[config.mk]
export PLATFORM = sky130hd
export DESIGN_NAME = bcd_sub_serial
export DESIGN_NICKNAME = d
export VERILOG_FILES = /design/src/rtl/bcd_sub_serial.sv
export SDC_FILE = /design/constraint.sdc
export NUM_CORES = 1
export LEC_CHECK = 0
export BUFFER_PORTS_ARGS = -buffer_cell sky130_fd_sc_hd__buf_2
export CORE_MARGIN = 5
export CORE_UTILIZATION = 50
export DETAILED_ROUTE_END_ITERATION = 10
export PLACE_DENSITY_LB_ADDON = 0.3
export SYNTH_ARGS = -nofsm -noshare
export SYNTH_HDL_FRONTEND = slang
export SYNTH_SLANG_ARGS = --single-unit
[constraint.sdc]
create_clock -name hz100 -period 5.5 [get_ports hz100]
set_input_delay 0.825 -clock hz100 [delete_from_list [all_inputs] [get_ports hz100]]
set_output_delay 0.825 -clock hz100 [all_outputs]
set_load 0.02 [all_outputs]
[src/rtl/bcd_sub_serial.sv]
// Digit-serial packed-BCD subtractor: d = a - b, one digit per clock, LSD first.
// Optional feature: define BCD_SUB_MAG_EN to turn negative results into sign + magnitude.
module bcd_sub_serial #(
  parameter int unsigned DIGITS = 4
) (
  input  logic                  hz100,
  input  logic                  reset,
  input  logic                  start,
  input  logic [4*DIGITS-1:0]   a,
  input  logic [4*DIGITS-1:0]   b,
  output logic                  busy,
  output logic                  done,
  output logic [4*DIGITS-1:0]   d,
  output logic                  bout,
  output logic                  err
);

  localparam int unsigned W  = 4 * DIGITS;
  localparam int unsigned IW = (DIGITS > 1) ? $clog2(DIGITS) : 1;
  localparam logic [IW-1:0] LastIdx = IW'(DIGITS - 1);

  typedef enum logic [1:0] {
    StIdle,
    StRun,
`ifdef BCD_SUB_MAG_EN
    StDone,
    StFix
`else
    StDone
`endif
  } state_e;

  state_e          state_q, state_d;
  logic [W-1:0]    a_q, a_d;
  logic [W-1:0]    b_q, b_d;
  logic [W-1:0]    d_q, d_d;
  logic [IW-1:0]   idx_q, idx_d;
  logic            borrow_q, borrow_d;
  logic            bout_q, bout_d;
  logic            err_q, err_d;

  logic            bad_in;
  logic            last_digit;
  logic [3:0]      cell_x, cell_y, cell_digit;
  logic [4:0]      cell_t;
  logic            cell_borrow;

  function automatic logic has_nonbcd(input logic [W-1:0] v);
    logic bad;
    bad = 1'b0;
    for (int unsigned i = 0; i < DIGITS; i++) begin
      if (v[4*i +: 4] > 4'd9) bad = 1'b1;
    end
    return bad;
  endfunction

  assign bad_in     = has_nonbcd(a) | has_nonbcd(b);
  assign last_digit = (idx_q == LastIdx);

  // Shared digit-subtract cell; in FIX it computes 0 - d[idx] to form the magnitude.
  always_comb begin
    cell_x = a_q[{idx_q, 2'b00} +: 4];
    cell_y = b_q[{idx_q, 2'b00} +: 4];
`ifdef BCD_SUB_MAG_EN
    if (state_q == StFix) begin
      cell_x = 4'd0;
      cell_y = d_q[{idx_q, 2'b00} +: 4];
    end
`endif
    cell_t      = {1'b0, cell_x} - {1'b0, cell_y} - {4'b0000, borrow_q};
    cell_borrow = cell_t[4];
    cell_digit  = cell_borrow ? (cell_t[3:0] + 4'd10) : cell_t[3:0];
  end

  // State register
  always_ff @(posedge hz100) begin
    if (!reset) begin
      state_q  <= StIdle;
      a_q      <= '0;
      b_q      <= '0;
      d_q      <= '0;
      idx_q    <= '0;
      borrow_q <= 1'b0;
      bout_q   <= 1'b0;
      err_q    <= 1'b0;
    end else begin
      state_q  <= state_d;
      a_q      <= a_d;
      b_q      <= b_d;
      d_q      <= d_d;
      idx_q    <= idx_d;
      borrow_q <= borrow_d;
      bout_q   <= bout_d;
      err_q    <= err_d;
    end
  end

  // Next-state logic
  always_comb begin
    state_d = state_q;
    case (state_q)
      StIdle: begin
        if (start) state_d = bad_in ? StDone : StRun;
      end
      StRun: begin
        if (last_digit) begin
`ifdef BCD_SUB_MAG_EN
          state_d = cell_borrow ? StFix : StDone;
`else
          state_d = StDone;
`endif
        end
      end
`ifdef BCD_SUB_MAG_EN
      StFix: begin
        if (last_digit) state_d = StDone;
      end
`endif
      StDone:  state_d = StIdle;
      default: state_d = StIdle;
    endcase
  end

  // Datapath next-state
  always_comb begin
    a_d      = a_q;
    b_d      = b_q;
    d_d      = d_q;
    idx_d    = idx_q;
    borrow_d = borrow_q;
    bout_d   = bout_q;
    err_d    = err_q;
    case (state_q)
      StIdle: begin
        if (start) begin
          a_d      = a;
          b_d      = b;
          d_d      = '0;
          idx_d    = '0;
          borrow_d = 1'b0;
          bout_d   = 1'b0;
          err_d    = bad_in;
        end
      end
      StRun: begin
        d_d[{idx_q, 2'b00} +: 4] = cell_digit;
        borrow_d = cell_borrow;
        idx_d    = idx_q + 1'b1;
        if (last_digit) begin
          bout_d   = cell_borrow;
          borrow_d = 1'b0;
          idx_d    = '0;
        end
      end
`ifdef BCD_SUB_MAG_EN
      StFix: begin
        d_d[{idx_q, 2'b00} +: 4] = cell_digit;
        borrow_d = cell_borrow;
        idx_d    = idx_q + 1'b1;
        if (last_digit) begin
          borrow_d = 1'b0;
          idx_d    = '0;
        end
      end
`endif
      default: ;
    endcase
  end

  // Outputs
  always_comb begin
    busy = (state_q != StIdle);
    done = (state_q == StDone);
  end

  assign d    = d_q;
  assign bout = bout_q;
  assign err  = err_q;

endmodule

# [Word level (Yosys, flattened, before mapping)]
# Cells that the tools add are included.
[classes] addsub=5 multipliers=0 div=0 magnitude_cmp=8 eq_ne=5 shift=4 mux=24 bitwise=1 reduce_logical=7
[op_table] op="$gt A4 B4 Y1 const B" count=8
[op_table] op="$pmux W16 S2" count=1
[op_table] op="$shiftx A16 B5 Y4" count=2
[op_table] op="$bwmux W16" count=1
[op_table] op="$mux W16" count=1
[op_table] op="$shift A4 B6 Y16 const A" count=1
[op_table] op="$shiftx A4 B6 Y16" count=1
[op_table] op="$mux W1" count=11
[op_table] op="$mux W2" count=5
[op_table] op="$pmux W2 S2" count=2
[op_table] op="$neg A4 Y6" count=1
[op_table] op="$reduce_and A2 Y1" count=3
[op_table] op="$sub A4 B4 Y5" count=1
[op_table] op="$sub A5 B1 Y5" count=1
[op_table] op="$add A4 B4 Y4 const B" count=1
[op_table] op="$eq A2 B2 Y1 const B" count=2
[op_table] op="$mux W4" count=1
[op_table] op="$ne A2 B2 Y1 const B" count=2
[op_table] op="$pmux W1 S2" count=2
[op_table] op="$reduce_bool A2 Y1" count=2
[op_table] op="$reduce_and A3 Y1" count=1
[op_table] op="$add A2 B1 Y2 const B" count=1
[op_table] op="$eq A2 B1 Y1 const B" count=1
[op_table] op="$logic_not A2 Y1" count=1
[op_table] op="$or A1 B1 Y1" count=1
[totals] ff_bits=55 latchBits=0 ramBits=0 romBits=0 output_inout_bits=20 memories=0

# [Longest topological paths before layout]
# Gate-level depths: netlist of run 1.
[logic_depth] word_depth=9 mapped_depth=11

# [Least setup slack after synthesis of run 1]
# No wires, ideal clock.
[synth_timing] kind="reg-to-reg" from="register idx_q[0]" to="register d_q[10] (netlist: d[10])" setup_ns=0.070 t_arrival_ns=3.218 t_required_ns=5.430 slack_ns=2.212 path_stages_with_launch=10 path_buffers=1 path_cell_list="dfxtp_1 > buf_2 > mux4_2 > fa_1 > fa_1 > nand2b_4 > a211o_1 > and3b_4 > or3b_1 > a21boi_1"
[synth_via] elab_chain_cells=8
[synth_lines] element="start: declaration" line_no="37" rtl="logic [IW-1:0] idx_q, idx_d;"
[synth_lines] element="start signal: assignment" line_no="91" rtl="idx_q <= idx_d;"
[synth_lines] element="$shiftx A16 B5 Y4 (on tied branches)" line_no="62, 63"
[synth_lines] element="$sub A4 B4 Y5" line_no="70" rtl="cell_t = {1'b0, cell_x} - {1'b0, cell_y} - {4'b0000, borrow_q};"
[synth_lines] element="$sub A5 B1 Y5" line_no="70"
[synth_lines] element="$add A4 B4 Y4" line_no="72" rtl="cell_digit = cell_borrow ? (cell_t[3:0] + 4'd10) : cell_t[3:0];"
[synth_lines] element="$mux W4" line_no="72"
[synth_lines] element="$shiftx A4 B6 Y16" line_no="146" rtl="d_d[{idx_q, 2'b00} +: 4] = cell_digit;"
[synth_lines] element="$bwmux W16 *" line_no="146"
[synth_lines] element="$pmux W16 S2 *" line_no="133" rtl="case (state_q)"
[synth_lines] element="end signal: assignment" line_no="81" rtl="d_q <= '0;"
[synth_lines] element="end signal: assignment" line_no="90" rtl="d_q <= d_d;"
[synth_lines] element="end: declaration" line_no="36" rtl="logic [W-1:0] d_q, d_d;"
# Every way passes the cells marked *; elsewhere a longest branch is shown, timed or not.
# A chain may end at the register's enable or synchronous reset.

# [Worst setup path after layout of run 1]
[layout_timing] from="register idx_q[0]" to="register d_q[6] (netlist: d[6])"
# Same word-level chain as after synthesis.

==> results.toml, run 1 <==
[outcome]
status = "finished clean"

[placed_design]
numPortBuffers = 54
hpwl_mm = 4.53
place_congestion = 0.815

[pwr]
ir_drop_mv = 0.168
power_density_mw_per_mm2 = 268
p_comb_share_pct = 17.1
switchingPower_w = 0.000221
leakagePower_nw = 1.27
swShare_pct = 26.3
pwr-share-seq_pct = 50.1
p_int_w = 0.000620
clkPwrFrac_pct = 32.8
finalPower_w = 0.000842

[sta]
finalCriticalPeriod_ns = 3.58
fmax_mhz = 279
clock_skew_ns = 0.00848
relSlewSlack_pct = 24.2
finalHoldViolCount = 0
rsz0062_at_grt = "no"
tns_ns = 0
final.period_utilization_pct = 65.1
worst_pin_slew_ns = 1.13
setup_viol = 0
slew_violations = 0

[floorplan]
dieArea_sq_mm = 0.00704
core_region_area_sq_mm = 0.00520
die_w_microns = 83.9
initial_core_util_pct = 52.4
die_y_microns = 83.9
placementRows = 26
ios = 55

[detailed_routing]
first_pass_iters = 5
wl_per_cell_microns = 14.6
drt_iter0_markers = 113
wl_mm = 6.15
wl_met2_mm = 2.88
drc = 0
avgViaCountPerCell = 5.46
vias = 2292
drtAntennaViolNets = 0
top_layer_used = "met4"
wl_met1_mm = 2.78
wl_met3_microns = 410

[critical_path]
rr_worst_depth = 8
arrival_ns = 3.82
cp_max_fo = 15
required_ns = 5.74
worstSetupEndpointType = "register"
startpoint_type = "register"
critical_path_class = "register to register"

[synth]
syn_nets = 350
synth_top_area_share_pct = 40.3
synth_cell_type_count = 38
yosys_warnings = 0
synth_most_common_cell = "nand2_1"
synth-edff-count = 0
ys_top_cells_by_count = "74 x nand2_1, 55 x dfxtp_1, 33 x a21boi_0"
async_flop_share_pct = 0
synth.avg_cell_area_sq_um = 8.98
yosysTopAreaCell = "dfxtp_1"
synth_ff_type = "dfxtp_1"
ys_seq_area_share_pct = 40.3
synthTopCellsByArea = "dfxtp_1 40%, nand2_1 10%, a21boi_0 9.1%, mux4_2 6.6%, ha_1 4.1%"
ys_seq_elements = 55
syn_area_sq_mm = 0.00273
synthCells = 304

[cells_and_area]
nets = 395
nFillCells = 476
drive_gt1_share_pct = 22.3
diodes = 0
area_delta_synth_final_pct = 15.2

[clock_tree]
cts_buffers = 5
cts_resized = 0
postCtsHoldBufs = 0
clkTransAtPathRegs_ns = 0.09
clock_sinks = 55
cts_root_buf = "clkbuf_8"
cts_tree = "built"
insertion_delay_ns = 0.31
post_cts_buffers = 0
cts_buffer_depth = 2
htree_num_levels = 2

[global_routing]
grtUsageTotal_pct = 18.2
grt_overflow_total = 0
first_global_vias = 2192
grt_max_degree = 64
grt_pass1_wl_mm = 10.5
antenna_found_initial = 0

[worst_hold_path]
holdPathStages = 2
min_path_type = "register to register"

[job]
max-cap-violations = 0
==> power by group through the flow <==
stage          clock network, W  logic [W]  registers, W
3_3_place_gp                  0   0.000138      0.000431
3_5_place_dp                  0   0.000143      0.000431
4_1_cts                0.000283   0.000144      0.000422
2_1_floorplan                 0   0.000101      0.000429
5_1_grt                0.000299   0.000160      0.000424
6_report               0.000276   0.000144      0.000422
==> sequential cells by signal (all words and copies together), names as in the netlist <==
name and cells:
state_q 2, err 1, b_q 16, borrow_q 1
idx_q 2, bout 1, d 16, a_q 16
==> worst max-delay path, cell delays in order, from the launching register on <==
cell	delay, ns
dfxtp_1	0.82
mux4_2	0.60
fa_1	0.43
fa_1	0.44
nand2b_4	0.17
a31oi_1	0.34
a21oi_1	0.18
or3b_1	0.40
a21boi_1	0.13
==> layer usage <==
| layer | vias to the layer above | track usage (%) |
|---|---|---|
| li1 | 1143 | - |
| met1 | 1064 | 24.3 |
| met4 | 0 | 5.85 |
| met2 | 78 | 29.8 |
| met5 | - | 0 |
| met3 | 7 | 3.16 |
==> cells by family (layout without fill, tap and decap cells) <==
logic type	after synthesis	in the layout	synth area share, %
buffers and inverters	27	73	3.90
AO/OA/AOI/OAI	71	71	18.3
AND/OR/NAND/NOR	128	128	23.1
flip-flops	55	55	40.3
multiplexers	8	8	6.60
XOR/XNOR	4	4	2.11
adder cells (fa/ha/maj)	11	11	5.59
==> per-stage QoR <==
stage | hold WS (ns) | worst slack (ns) | cells | instance area, sq um | util (%)
after CTS | 0.460 | 1.91 | 420 | 3140 | 60.4
after global routing | 0.478 | 1.63 | 420 | 3140 | 60.4
final | 0.455 | 1.92 | 420 | 3140 | 60.4
after global placement | 0.444 | 1.99 | 412 | 3030 | 58.1
after floorplan | 0.440 | 2.21 | 304 | 2730 | -
after detailed placement | 0.447 | 1.92 | 412 | 3030 | 58.1
==> area by class of cell <==
type,count,area [sq um],share of cell area (%)
Clock buffer,6,82.6,2.63
Multi-Input combinational cell,222,1520,48.4
Sequential cell,55,1100,35.0
Inverter,10,37.5,1.19
Timing Repair Buffer,55,278,8.84
Clock inverter,2,35.0,1.11
Tap cell,70,87.6,2.79
==> cell usage in the layout (no fill, tap or decap), drive strengths merged, types with 2 or more instances in the layout <==
| master | instances |
|---|---|
| and2 | 2 |
| a22oi | 8 |
| ha | 9 |
| xor2 | 2 |
| or3b | 4 |
| nand2 | 74 |
| a32oi | 2 |
| and4 | 2 |
| a21oi | 9 |
| clkbuf | 6 |
| a21boi | 37 |
| o21ai | 10 |
| nor3 | 4 |
| dfxtp | 55 |
| nor2b | 13 |
| fa | 2 |
| buf | 55 |
| o21a | 2 |
| mux4 | 8 |
| inv | 10 |
| nand2b | 3 |
| nor2 | 4 |
| nand4 | 10 |
| nand3 | 9 |
==> worst paths after layout <==
| check | startpoint | slack, ns | end |
|---|---|---|---|
| worst max-delay path | idx_q[0]$_SDFFE_PN0P_ | 1.92 | d[6]$_SDFFE_PN0P_ |
| worst min-delay path | d[10]$_SDFFE_PN0P_ | 0.46 | d[10]$_SDFFE_PN0P_ |
| worst max register to register | idx_q[0]$_SDFFE_PN0P_ | 1.92 | d[6]$_SDFFE_PN0P_ |
| worst min register to register | d[10]$_SDFFE_PN0P_ | 0.46 | d[10]$_SDFFE_PN0P_ |
(Power assumes the default switching activity.)
==> inputs of run 2 (changes only) <==
Clock period 5.5 ns to 3.5 ns, I/O delays scaled along.
==> results.toml, run 2 (synthesis gave the netlist of run 1 again) <==
[outcome]
status = "finished clean"

[sta]
fmax_mhz = 319
slew_violations = 0
rsz0062_at_grt = "no"
clock_skew_ns = 0.0110
setup_viol = 0
worst_pin_slew_ns = 1.15
setup_slack_ns = 0.369
relSlewSlack_pct = 23.2
tns_ns = 0
finalCriticalPeriod_ns = 3.13
finalHoldViolCount = 0
final.period_utilization_pct = 89.4

[detailed_routing]
vias = 2206
wl_mm = 5.93
wl_per_cell_microns = 14.0
avgViaCountPerCell = 5.23
drc = 0
drtAntennaViolNets = 0
drt_iter0_markers = 109
first_pass_iters = 4

[floorplan]
die_w_microns = 83.9
dieArea_sq_mm = 0.00704
ios = 55
die_y_microns = 83.9
placementRows = 26
core_region_area_sq_mm = 0.00520
initial_core_util_pct = 52.4

[critical_path]
required_ns = 3.74
cp_max_fo = 14
critical_path_class = "register to register"
worstSetupEndpointType = "register"
arrival_ns = 3.37
startpoint_type = "register"

[clock_tree]
cts_root_buf = "clkbuf_8"
cts_buffers = 5
htree_num_levels = 2
postCtsHoldBufs = 0
cts_resized = 0
clock_sinks = 55
post_cts_buffers = 0
cts_tree = "built"
insertion_delay_ns = 0.31
cts_buffer_depth = 2
clkTransAtPathRegs_ns = 0.10

[placed_design]
pre_cts_ws_ns = 0.384
dpl_cell_area_sq_mm = 0.00304
dp_cells = 414
place_congestion = 0.867
numPortBuffers = 54
hpwl_mm = 4.42

[cells_and_area]
fin_util_pct = 60.0
drive_gt1_share_pct = 22.7
final_cell_mix = "74 x nand2_1, 55 x dfxtp_1, 54 x buf_2"
nets = 397
fin_cells = 422
diodes = 0
area_delta_synth_final_pct = 14.5
final_cell_area_sq_mm = 0.00312
final_common_cell = "nand2_1"

[global_routing]
first_global_vias = 2183
grt.busiest_layer = "met2"
antenna_found_initial = 0
use_met2_pct = 28.0
grt_util_met3_pct = 3.85
grt_pass1_wl_mm = 10.2
grtUsageMet1_pct = 23.7
grtUsageTotal_pct = 17.7
grt_max_degree = 64
grt_overflow_total = 0

[pwr]
power_density_mw_per_mm2 = 393
leakagePower_nw = 1.27
ir_drop_mv = 0.268

[job]
max-cap-violations = 0

[worst_hold_path]
min_path_type = "register to register"
[run 2: cell count changes in the layout (fill, tap and decap cells not counted)]
| cell | change |
|---|---|
| buf_4 | +2 |
| bufinv_16 | -1 |
| clkbuf_8 | -1 |
| clkinv_2 | +2 |
[run 2: per-layer routing]
| layer | vias up | wire (microns) |
|---|---|---|
| li1 | 1143 | - |
| met1 | 1002 | 2810 |
| met2 | 52 | 2720 |
| met3 | 9 | 300 |
| met4 | 0 | 100 |
| met5 | - | 0 |
[run 2: report_power, final]
part           internal (W)  total, W  switching, W
clock network      0.000138  0.000344      0.000207
logic             0.0000926  0.000222      0.000129
registers          0.000650  0.000663     0.0000130
[run 2: area by class of cell]
class                      instances  area (sq um)
timing repair buffer              57           293
clock inverter                     3          15.0
tap                               70          87.6
inverter                          10          37.5
fill                             483          2080
multi-input combinational        222          1520
sequential                        55          1100
clock buffer                       5          68.8
[run 2: stage by stage]
step	hold WS, ns	power (W)
CTS	0.450	0.00124
detailed placement	0.446	0.000899
floorplan	0.440	0.000833
global route	0.460	0.00129
global placement	0.442	0.000895
finish	0.455	0.00123
[run 2: worst max-delay path, cell delays in order (launching register included)]
cell	delay [ns]
dfxtp_1	0.33
buf_4	0.21
mux4_2	0.34
inv_1	0.05
fa_1	0.45
fa_1	0.45
nand2b_4	0.17
a211o_1	0.35
and3b_4	0.22
or3b_1	0.34
a21boi_1	0.15
[run 2: final timing paths]
| check | startpoint | end | slack (ns) | depth (start not counted) |
|---|---|---|---|---|
| setup / recovery | idx_q[0]$_SDFFE_PN0P_ | d[10]$_SDFFE_PN0P_ | 0.37 | 10 |
| setup reg to reg | idx_q[0]$_SDFFE_PN0P_ | d[10]$_SDFFE_PN0P_ | 0.37 | 10 |
| hold reg to reg | d[14]$_SDFFE_PN0P_ | d[14]$_SDFFE_PN0P_ | 0.46 | 2 |
| hold / removal | d[14]$_SDFFE_PN0P_ | d[14]$_SDFFE_PN0P_ | 0.46 | 2 |
==> inputs of run 3 (changes only) <==
Settings changed: CORE_UTILIZATION 50 to 55.
==> results.toml, run 3 (synthesis gave the netlist of run 1 again) <==
[detailed_routing]
drt_iter0_markers = 128
wl_mm = 6.15
first_pass_iters = 4
drtAntennaViolNets = 0
drc = 0
avgViaCountPerCell = 5.43
vias = 2279
wl_per_cell_microns = 14.6

[sta]
rsz0062_at_grt = "no"
finalHoldViolCount = 0
worst_pin_slew_ns = 0.894
slew_violations = 0
fmax_mhz = 318
finalCriticalPeriod_ns = 3.15
setup_viol = 0
clock_skew_ns = 0.0104
tns_ns = 0
final.period_utilization_pct = 89.9
relSlewSlack_pct = 40.4

[global_routing]
grtUsageTotal_pct = 20.3
grt_max_degree = 64
first_global_vias = 2170
antenna_found_initial = 0
grt_overflow_total = 0
grt_pass1_wl_mm = 10.2

[worst_hold_path]
min_path_type = "input port to register"
holdPathEnd = "a_q[14]$_SDFFE_PN0P_"
holdPathStages = 3
min_from = "a[14]"

[critical_path]
rr_worst_depth = 10
r2r_setup_slack_ns = 0.35
timing.rr.end = "d[14]$_SDFFE_PN0P_"
arrival_ns = 3.39
worstSetupEndpointType = "register"
required_ns = 3.75
critical_path_class = "register to register"
startpoint_type = "register"
cp_max_fo = 14
rr_startpoint = "idx_q[0]$_SDFFE_PN0P_"

[cells_and_area]
nFillCells = 390
fin_util_pct = 65.5
nets = 398
fin_cells = 420
final_common_cell = "nand2_1"
drive_gt1_share_pct = 22.9
final_cell_area_sq_mm = 0.00313
regArea_sq_mm = 0.00110
multi_input_area_sq_mm = 0.00152
diodes = 0
final_cell_mix = "74 x nand2_1, 55 x dfxtp_1, 54 x buf_2"
area_delta_synth_final_pct = 14.8

[clock_tree]
insertion_delay_ns = 0.31
cts_buffer_depth = 2
postCtsHoldBufs = 0
clock_sinks = 55
cts_resized = 0
cts_root_buf = "clkbuf_8"
cts_tree = "built"
clkTransAtPathRegs_ns = 0.10
htree_num_levels = 2
cts_buffers = 5
post_cts_buffers = 0

[floorplan]
dieArea_sq_mm = 0.00647
die_w_microns = 80.4
initial_core_util_pct = 57.0
ios = 55
placementRows = 25
core_region_area_sq_mm = 0.00479
die_y_microns = 80.4

[job]
max-cap-violations = 0

[placed_design]
dpl_cell_area_sq_mm = 0.00304
place_congestion = 0.810
numPortBuffers = 54
dp_cells = 412
hpwl_mm = 4.66

[pwr]
leakagePower_nw = 1.27
power_density_mw_per_mm2 = 395
ir_drop_mv = 0.248
finalPower_w = 0.00124

[outcome]
status = "finished clean"
run 3: changes by cell type in the layout (fill, tap and decap cells not counted), sizes merged:
| cell | before | now |
|---|---|---|
| buf | 57 | 58 |
| clkinv | 3 | 1 |
| clkinvlp | 0 | 2 |
run 3: per-stage QoR:
step	worst slack [ns]	hold WS [ns]
after floorplan	0.212	0.440
after global placement	0.491	0.450
after detailed placement	0.380	0.453
after CTS	0.350	0.455
after global routing	0.171	0.464
final	0.354	0.455
run 3: layout make-up:
cell class              count  share of cell area [%]
multi-input cells         222                    48.6
flip-flops and latches     55                    35.1
repair buffers             58                    9.58
well taps                  67                    2.68
clock buffers               5                    2.20
inverters                  10                    1.20
clock inverters             3                   0.639
run 3: worst max-delay path by stage:
stage	from	end	slack, ns	cells past startpoint
floorplan	idx_q[0]$_SDFFE_PN0P_	d[10]$_SDFFE_PN0P_	0.21	9
global placement	idx_q[0]$_SDFFE_PN0P_	d[10]$_SDFFE_PN0P_	0.49	10
detailed placement	idx_q[0]$_SDFFE_PN0P_	d[10]$_SDFFE_PN0P_	0.38	10
CTS	idx_q[0]$_SDFFE_PN0P_	d[14]$_SDFFE_PN0P_	0.35	10
global route	idx_q[0]$_SDFFE_PN0P_	d[10]$_SDFFE_PN0P_	0.17	10
finish	idx_q[0]$_SDFFE_PN0P_	d[14]$_SDFFE_PN0P_	0.35	10
run 3: worst max-delay path: stages, from the launching register on:
cell and delay, ns:
dfxtp_1 0.33, buf_4 0.20, mux4_2 0.35, inv_1 0.06, fa_1 0.44, fa_1 0.45, nand2b_4 0.17, a31oi_1 0.34
a21oi_1 0.20, or3b_1 0.42, a21boi_1 0.13
run 3: per-layer routing:
| layer | up-vias | track usage [%] | routed length [microns] |
|---|---|---|---|
| met3 | 8 | 4.26 | 357 |
| met1 | 1060 | 27.6 | 2850 |
| li1 | 1151 | - | - |
| met5 | - | 0 | 0 |
| met2 | 60 | 32.2 | 2840 |
| met4 | 0 | 6.59 | 101 |
run 3: power by group:
group	switching, W	internal, W
Sequential	0.0000137	0.000650
Clock	0.000211	0.000140
Combinational	0.000130	0.0000940
Total	0.000355	0.000884
